==> src/rtl/gf180mcu_osu_sc_clkdiv_pkg.sv <==
// Shared types and helpers for the 12T programmable clock divider.
package gf180mcu_osu_sc_clkdiv_pkg;

  typedef enum logic [1:0] {
    IDLE  = 2'd0,
    RUN   = 2'd1,
    DRAIN = 2'd2
  } state_e;

  localparam int unsigned MIN_DIV = 2;

  // Ratios 0 and 1 cannot form a clock with both phases, so clamp to 2.
  function automatic int unsigned sanitise(input int unsigned div);
    return (div < MIN_DIV) ? MIN_DIV : div;
  endfunction

  function automatic int unsigned half_period(input int unsigned rat);
    return (rat + 32'd1) >> 1;
  endfunction

endpackage

==> src/rtl/gf180mcu_osu_sc_clkdiv_cnt.sv <==
// Period counter: counts 0..RAT-1 while running, flags the wrap cycle.
module gf180mcu_osu_sc_clkdiv_cnt #(
  parameter int unsigned WIDTH = 8
) (
  input  logic             clk_i,
  input  logic             rst_i,
  input  logic             run_i,
  input  logic [WIDTH-1:0] rat_i,
  output logic [WIDTH-1:0] cnt_o,
  output logic             tc_c_o
);

  logic [WIDTH-1:0] cnt_q;
  logic [WIDTH-1:0] cnt_d;

  assign tc_c_o = run_i && (cnt_q == (rat_i - WIDTH'(1)));
  assign cnt_o  = cnt_q;

  always_comb begin
    cnt_d = cnt_q + WIDTH'(1);
    if (!run_i || tc_c_o) begin
      cnt_d = '0;
    end
  end

  always_ff @(posedge clk_i) begin
    if (rst_i) begin
      cnt_q <= '0;
    end else begin
      cnt_q <= cnt_d;
    end
  end

endmodule

==> src/rtl/gf180mcu_osu_sc_12t_clkdiv.sv <==
// Glitch-free programmable clock divider with ratio load handshake.
// Define GF180MCU_OSU_SC_CLKDIV_EDGE_STROBE_EN to add RISE/FALL edge strobes.
module gf180mcu_osu_sc_12t_clkdiv
  import gf180mcu_osu_sc_clkdiv_pkg::*;
#(
  parameter int unsigned WIDTH   = 8,
  parameter int unsigned RST_DIV = 2
) (
  input  logic             CLK,
  input  logic             R,
  input  logic             EN,
  input  logic [WIDTH-1:0] DIV,
  input  logic             LOAD,
  output logic             Y,
  output logic             YN,
  output logic             BUSY,
  output logic             ACTIVE
`ifdef GF180MCU_OSU_SC_CLKDIV_EDGE_STROBE_EN
  ,
  output logic             RISE,
  output logic             FALL
`endif
);

  state_e           state_q, state_d;
  logic [WIDTH-1:0] rat_q, rat_d;
  logic [WIDTH-1:0] pend_q, pend_d;
  logic             busy_q, busy_d;
  logic             y_q, y_d;
  logic             yn_q;
  logic             active_q;
  logic [WIDTH-1:0] cnt;
  logic             tc_c;
  logic [WIDTH-1:0] div_san_c;
  logic             high_c;

  gf180mcu_osu_sc_clkdiv_cnt #(
    .WIDTH (WIDTH)
  ) u_cnt (
    .clk_i  (CLK),
    .rst_i  (R),
    .run_i  (state_q != IDLE),
    .rat_i  (rat_q),
    .cnt_o  (cnt),
    .tc_c_o (tc_c)
  );

  assign div_san_c = WIDTH'(sanitise(32'(DIV)));
  assign high_c    = (32'(cnt) + 32'd1) < half_period(32'(rat_q));

  // Next-state: ratio changes land only in IDLE or on the wrap edge.
  always_comb begin
    state_d = state_q;
    rat_d   = rat_q;
    pend_d  = pend_q;
    busy_d  = busy_q;
    y_d     = y_q;
    case (state_q)
      IDLE: begin
        y_d = 1'b0;
        if (LOAD) begin
          rat_d = div_san_c;
        end
        if (EN) begin
          state_d = RUN;
          y_d     = 1'b1;
        end
      end
      RUN, DRAIN: begin
        if (tc_c) begin
          busy_d = 1'b0;
          if (LOAD) begin
            rat_d = div_san_c;
          end else if (busy_q) begin
            rat_d = pend_q;
          end
          state_d = EN ? RUN : IDLE;
          y_d     = EN;
        end else begin
          y_d     = high_c;
          state_d = EN ? RUN : DRAIN;
          if (LOAD) begin
            pend_d = div_san_c;
            busy_d = 1'b1;
          end
        end
      end
      default: begin
        state_d = IDLE;
        y_d     = 1'b0;
      end
    endcase
  end

  always_ff @(posedge CLK) begin
    if (R) begin
      state_q  <= IDLE;
      rat_q    <= WIDTH'(RST_DIV);
      pend_q   <= WIDTH'(RST_DIV);
      busy_q   <= 1'b0;
      y_q      <= 1'b0;
      yn_q     <= 1'b1;
      active_q <= 1'b0;
    end else begin
      state_q  <= state_d;
      rat_q    <= rat_d;
      pend_q   <= pend_d;
      busy_q   <= busy_d;
      y_q      <= y_d;
      yn_q     <= ~y_d;
      active_q <= (state_d != IDLE);
    end
  end

  assign Y      = y_q;
  assign YN     = yn_q;
  assign BUSY   = busy_q;
  assign ACTIVE = active_q;

`ifdef GF180MCU_OSU_SC_CLKDIV_EDGE_STROBE_EN
  logic rise_q;
  logic fall_q;

  // Strobes line up with the first cycle of each new Y phase.
  always_ff @(posedge CLK) begin
    if (R) begin
      rise_q <= 1'b0;
      fall_q <= 1'b0;
    end else begin
      rise_q <= y_d & ~y_q;
      fall_q <= ~y_d & y_q;
    end
  end

  assign RISE = rise_q;
  assign FALL = fall_q;
`endif

endmodule

==> config.mk <==
export PLATFORM = sky130hd
export DESIGN_NAME = gf180mcu_osu_sc_12t_clkdiv
export DESIGN_NICKNAME = d
export VERILOG_FILES = /design/src/rtl/gf180mcu_osu_sc_clkdiv_pkg.sv /design/src/rtl/gf180mcu_osu_sc_clkdiv_cnt.sv /design/src/rtl/gf180mcu_osu_sc_12t_clkdiv.sv
export SDC_FILE = /design/constraint.sdc
export NUM_CORES = 1
export LEC_CHECK = 0
export BUFFER_PORTS_ARGS = -buffer_cell sky130_fd_sc_hd__buf_2
export CAP_MARGIN = 10
export CORE_MARGIN = 2
export CORE_UTILIZATION = 43
export CTS_BUF_LIST = sky130_fd_sc_hd__clkbuf_8
export DETAILED_ROUTE_END_ITERATION = 10
export SLEW_MARGIN = 30
export SYNTH_ARGS = -nofsm -noshare
export SYNTH_HDL_FRONTEND = slang
export SYNTH_SLANG_ARGS = --single-unit
==> constraint.sdc <==
create_clock -name CLK -period 3.4 [get_ports CLK]
set_clock_uncertainty 0.1 [all_clocks]
set_input_delay 0.51 -clock CLK [delete_from_list [all_inputs] [get_ports CLK]]
set_output_delay 0.51 -clock CLK [all_outputs]
set_load 0.02 [all_outputs]
# --- Word-level counts from Yosys, hierarchy flattened ---
# Cells that the tools add are included.
op_classes:
  n_bitwise: 2
  muxes: 16
  n_reduce_logical: 13
  order_cmp: 2
  n_addsub: 4
  eq_ne: 6
ops:
  columns: ["cell", "count"]
  rows:
  - ["$mux W8", 5]
  - ["$add A8 B1 Y9 const B", 2]
  - ["$pmux W8 S2", 1]
  - ["$lt A9 B8 Y1", 1]
  - ["$add A8 B1 Y8 const B", 1]
  - ["$eq A8 B8 Y1", 1]
  - ["$lt A8 B2 Y1 const B", 1]
  - ["$reduce_bool A2 Y1", 4]
  - ["$sub A8 B1 Y8 const B", 1]
  - ["$mux W2", 3]
  - ["$mux W1", 5]
  - ["$pmux W2 S2", 1]
  - ["$reduce_and A4 Y1", 1]
  - ["$reduce_or A2 Y1", 2]
  - ["$ne A3 B3 Y1 const B", 1]
  - ["$reduce_and A3 Y1", 1]
  - ["$eq A2 B1 Y1 const B", 1]
  - ["$eq A2 B2 Y1 const B", 1]
  - ["$logic_not A2 Y1", 1]
  - ["$ne A2 B1 Y1 const B", 1]
  - ["$ne A2 B2 Y1 const B", 1]
  - ["$not A1 Y1", 2]
  - ["$pmux W1 S2", 1]
  - ["$reduce_and A2 Y1", 1]
  - ["other kinds (3)", 3]
word_totals:
  reg_bits: 30
  in_bits: 12
  output_inout_bits: 4
  word_cells: 51

# --- Longest topological paths before layout ---
depth:
  depth_word: 6
  ltp_mapped: 11
  mapped_depth_nobuf: 10

# --- Cells and area by module ---
# A second synthesis with hierarchy kept.
hier_totals:
  hier_cells: 222
  hier_area_um2: 1991.9
by_module_without_submodules:
  columns: ["module", "seq_area_each_um2", "n_inst", "cells_each", "area_each_um2"]
  rows:
  - ["gf180mcu_osu_sc_12t_clkdiv", 440.4, 1, 152, 1377.6]
  - ["gf180mcu_osu_sc_clkdiv_cnt", 160.2, 1, 70, 614.3]

# --- Worst setup path before layout ---
# Ideal clock, no wire load.
synth_path:
  path_type: "reg2reg"
  startpoint: "register rat_q[0]"
  endpoint: "register rat_q[1]"
  path_slack_ns: 0.787
  n_path_buf: 1
  period_less_slack_ns: 2.613
  setup_time_ns: 0.119
  stages_incl_launch_ff: 10
  required_ns: 3.181
  t_arrival_ns: 2.394
  path_cell_list: "dfxtp_1 inv_1 ha_1 o21ba_2 a221o_1 a32oi_1 o211ai_2 or4_1 buf_2 o221a_1"
synth_between:
  elab_chain_cells: 5
synth_rtl:
  columns: ["element", "line_no", "source"]
  rows:
  - ["from (decl)", "gf180mcu_osu_sc_12t_clkdiv.sv:26", "logic [WIDTH-1:0] rat_q, rat_d;"]
  - ["from (signal assigned)", "gf180mcu_osu_sc_12t_clkdiv.sv:98", "rat_q <= WIDTH'(RST_DIV);"]
  - ["from (signal assigned)", "gf180mcu_osu_sc_12t_clkdiv.sv:106", "rat_q <= rat_d;"]
  - ["$sub A8 B1 Y8", "gf180mcu_osu_sc_clkdiv_cnt.sv:16", "assign tc_c_o = run_i && (cnt_q == (rat_i - WIDTH'(1)));"]
  - ["$eq A8 B8 Y1", "gf180mcu_osu_sc_clkdiv_cnt.sv:16", null]
  - ["$logic_and A1 B1 Y1", "gf180mcu_osu_sc_clkdiv_cnt.sv:16", null]
  - ["$ne A2 B1 Y1 (no source line)", null, null]
  - ["$reduce_and A4 Y1 (no source line)", null, null]
# Every way passes these cells.
# A chain may end at the register's enable or synchronous reset.

# --- Worst setup path after layout ---
# Same ends and word-level chain as after synthesis.

==> results.yml <==
sta:
  post-route-period-util_pct: 85.23
  fin_setup_tns_ps: 0
  slew_viol_final: 0
  period_minus_slack_ps: 2898
  slew_headroom_pct: 44.80
  finalSetupViolations: 0
  hold_viol_final: 0
  rsz0062_at_grt: "no"
  fin_ws_ps: 502.2
  fin_hold_ws_ps: 371.0
  max_freq_mhz: 345.1
  tightest_slew_ps: 821.7
pwr:
  clock_power_share_pct: 35.2
  leakagePower_nw: 0.8364
  p_switching_mw: 0.3250
  p_seq_share_pct: 39.7
  p_per_area_mw_per_mm2: 488.0
  p_sw_share_pct: 31.19
  pwr-share-comb_pct: 25.1
  internal_power_mw: 0.7172
  ir_drop_mv: 0.2273
synth:
  synth-xor-area-share_pct: 9.032
  synth_top_family_by_area: "simple AND/OR/NAND/NOR gates"
  synth_top_area_share_pct: 30.97
  synth-seq-cells: 30
  synth_top_cell_by_area: "dfxtp_1"
  ys_types: 44
  synthAdderAreaFrac_pct: 7.742
  syn_avg_cell_area_um2: 8.581
  synthArstFlopShare_pct: 0
  synth_mux_area_share_pct: 7.742
  synth-edff-count: 0
  synthTopCellsByArea: "dfxtp_1, ha_1, mux2i_1, xnor2_1, nand2b_1"
  syn-num-nets: 250
  synth_simple_gate_area_share_pct: 21.55
  syn-cell-area_mm2: 0.001939
  ys_warn_count: 0
  synth_ff_type: "dfxtp_1"
  netlist_instances: 226
  synth-compound-area-share_pct: 17.29
  ys_seq_area_share_pct: 30.97
run_status:
  status: "complete, no violations"
hold_path:
  holdPathStages: 3
  hold_class: "primary input to flip-flop"
global_route:
  grt_pass1_wl_mm: 6.858
  globalRouteOverflowTotal: 0
  grtUsageMet1_pct: 23.00
  busiest_layer: "met2"
  grt_antenna_before_repair: 0
  met2_usage_pct: 25.62
  grtUsageTotal_pct: 16.86
  grt_max_degree: 24
  grt.met3_usage_pct: 4.274
  grt_pass1_vias: 1482
final_layout:
  layout-drive-gt1-share_pct: 12.24
  antenna_cells: 0
  fin_nets: 260
  final_common_cell: "dfxtp_1"
  area_growth_pct: 10.13
  layout_common_cells: "dfxtp_1, nand2_1, xnor2_1, nor2_1"
  final_area_mm2: 0.002136
critical_path:
  crit_chain: "inv_1, ha_1, o21ba_2, a221o_1, a32oi_1, o211ai_2, or4_1, o221a_1"
  worst-path-max-fanout: 8
  cp.depth: 8
  critPathBufInv: 1
  cp-start-kind: "flip-flop"
  path_class: "flip-flop to flip-flop"
  required_ps: 3480
  critPathArrivalTime_ps: 2980
  cp_slowest_cell: "or4_1"
  critical-path-top-delay-family: "compound AO/OA/AOI/OAI gates"
  reg2regPathDepth: 8
  end_kind: "flip-flop"
  slowest_delay_ps: 590
floorplanning:
  fp.dieW_um: 71.16
  die-area_mm2: 0.005063
  row_count: 24
  start_util_pct: 44.54
  coreArea_mm2: 0.004354
  fp.dieH_um: 71.16
  ioPinCount: 16
placement:
  io_buffers: 15
  dpl.hpwl_mm: 2.971
  preCtsSetupSlack_ps: 537.5
  placed_area_mm2: 0.002022
  place_congestion: 0.8539
clocking:
  clk_pin_slew_ps: 70
  cts-hold-fix-buffers: 0
  cts_setup_buffers: 0
  cts_resized: 0
  cts_made_buffers: 5
  cts_tree: "done"
  clock_path_buffers: 2
  htree_levels: 2
  clock_latency_ps: 290
  clock_sinks: 30
  cts-root-buf: "clkbuf_8"
drt:
  vias_per_cell: 5.370
  wl_per_cell_um: 13.47
  first_pass_iters: 4
  wl_mm: 3.893
  drc: 0
  drtIter0Drc: 50
  via_count: 1552
  ant_nets: 0
job:
  max-cap-violations: 0
[sequential cells by signal, indices dropped and copies added (netlist names)]
register	flops
state_q	2
ACTIVE	1
Y	1
YN	1
rat_q	8
pend_q	8
u_cnt.cnt_o	8
BUSY	1
[layer usage]
metal  up-vias  share of wire [%]
met5         -                  0
met4         0                1.6
met3         6                3.0
met2        20                 43
met1       709                 52
li1        817                  -
[path summary, 6_finish.rpt]
check,from,to,slack [ps]
worst min-delay path,DIV[6],rat_q[6],370
worst min register to register,pend_q[7],pend_q[7],380
worst max register to register,rat_q[0],rat_q[1],500
worst max-delay path,rat_q[0],rat_q[1],500
[cell families after synthesis]
kind of cell    count (synthesis)
mux                            15
fa+ha+maj                      12
flops                          30
compound gates                 42
xor+xnor                       20
buf+inv                        26
simple gates                   81
[power groups by stage]
| stage | logic (mW) | registers, mW | clock network, mW |
|---|---|---|---|
| floorplan | 0.204 | 0.421 | 0 |
| global placement | 0.261 | 0.421 | 0 |
| detailed placement | 0.262 | 0.422 | 0 |
| CTS | 0.263 | 0.414 | 0.374 |
| global route | 0.296 | 0.420 | 0.390 |
| finish | 0.262 | 0.414 | 0.367 |
[final cells by class]
cell class,count,area [um2]
clock buffers,5,68.82
clock inverters,3,45.04
fillers,416,2218
inverters,14,52.55
multi-input cells,170,1229
flip-flops and latches,30,600.6
well taps,52,65.06
repair buffers,15,75.07
[cell usage after synthesis (all sizes together) (4+ instances only)]
library cell	instances
a21oi	5
buf	6
clkbuf	6
dfxtp	30
ha	12
inv	14
mux2i	15
nand2	17
nand2b	15
nand3	8
nor2	16
nor2b	8
nor3	4
o21a	4
o21ai	6
o221ai	7
xnor2	16
xor2	4
[per-stage QoR]
stage	total power, mW	util, %	instances
after detailed placement	0.6844	46.44	281
after floorplan	0.6254	-	226
after global routing	1.105	49.05	289
after CTS	1.051	49.05	289
after global placement	0.6815	46.44	281
final	1.042	49.05	289
[worst min-delay path, cell delays in order]
cell      delay (ps)
buf_2            110
nand2_1           50
o221ai_1          50
Power figures use the tool's default switching activity.
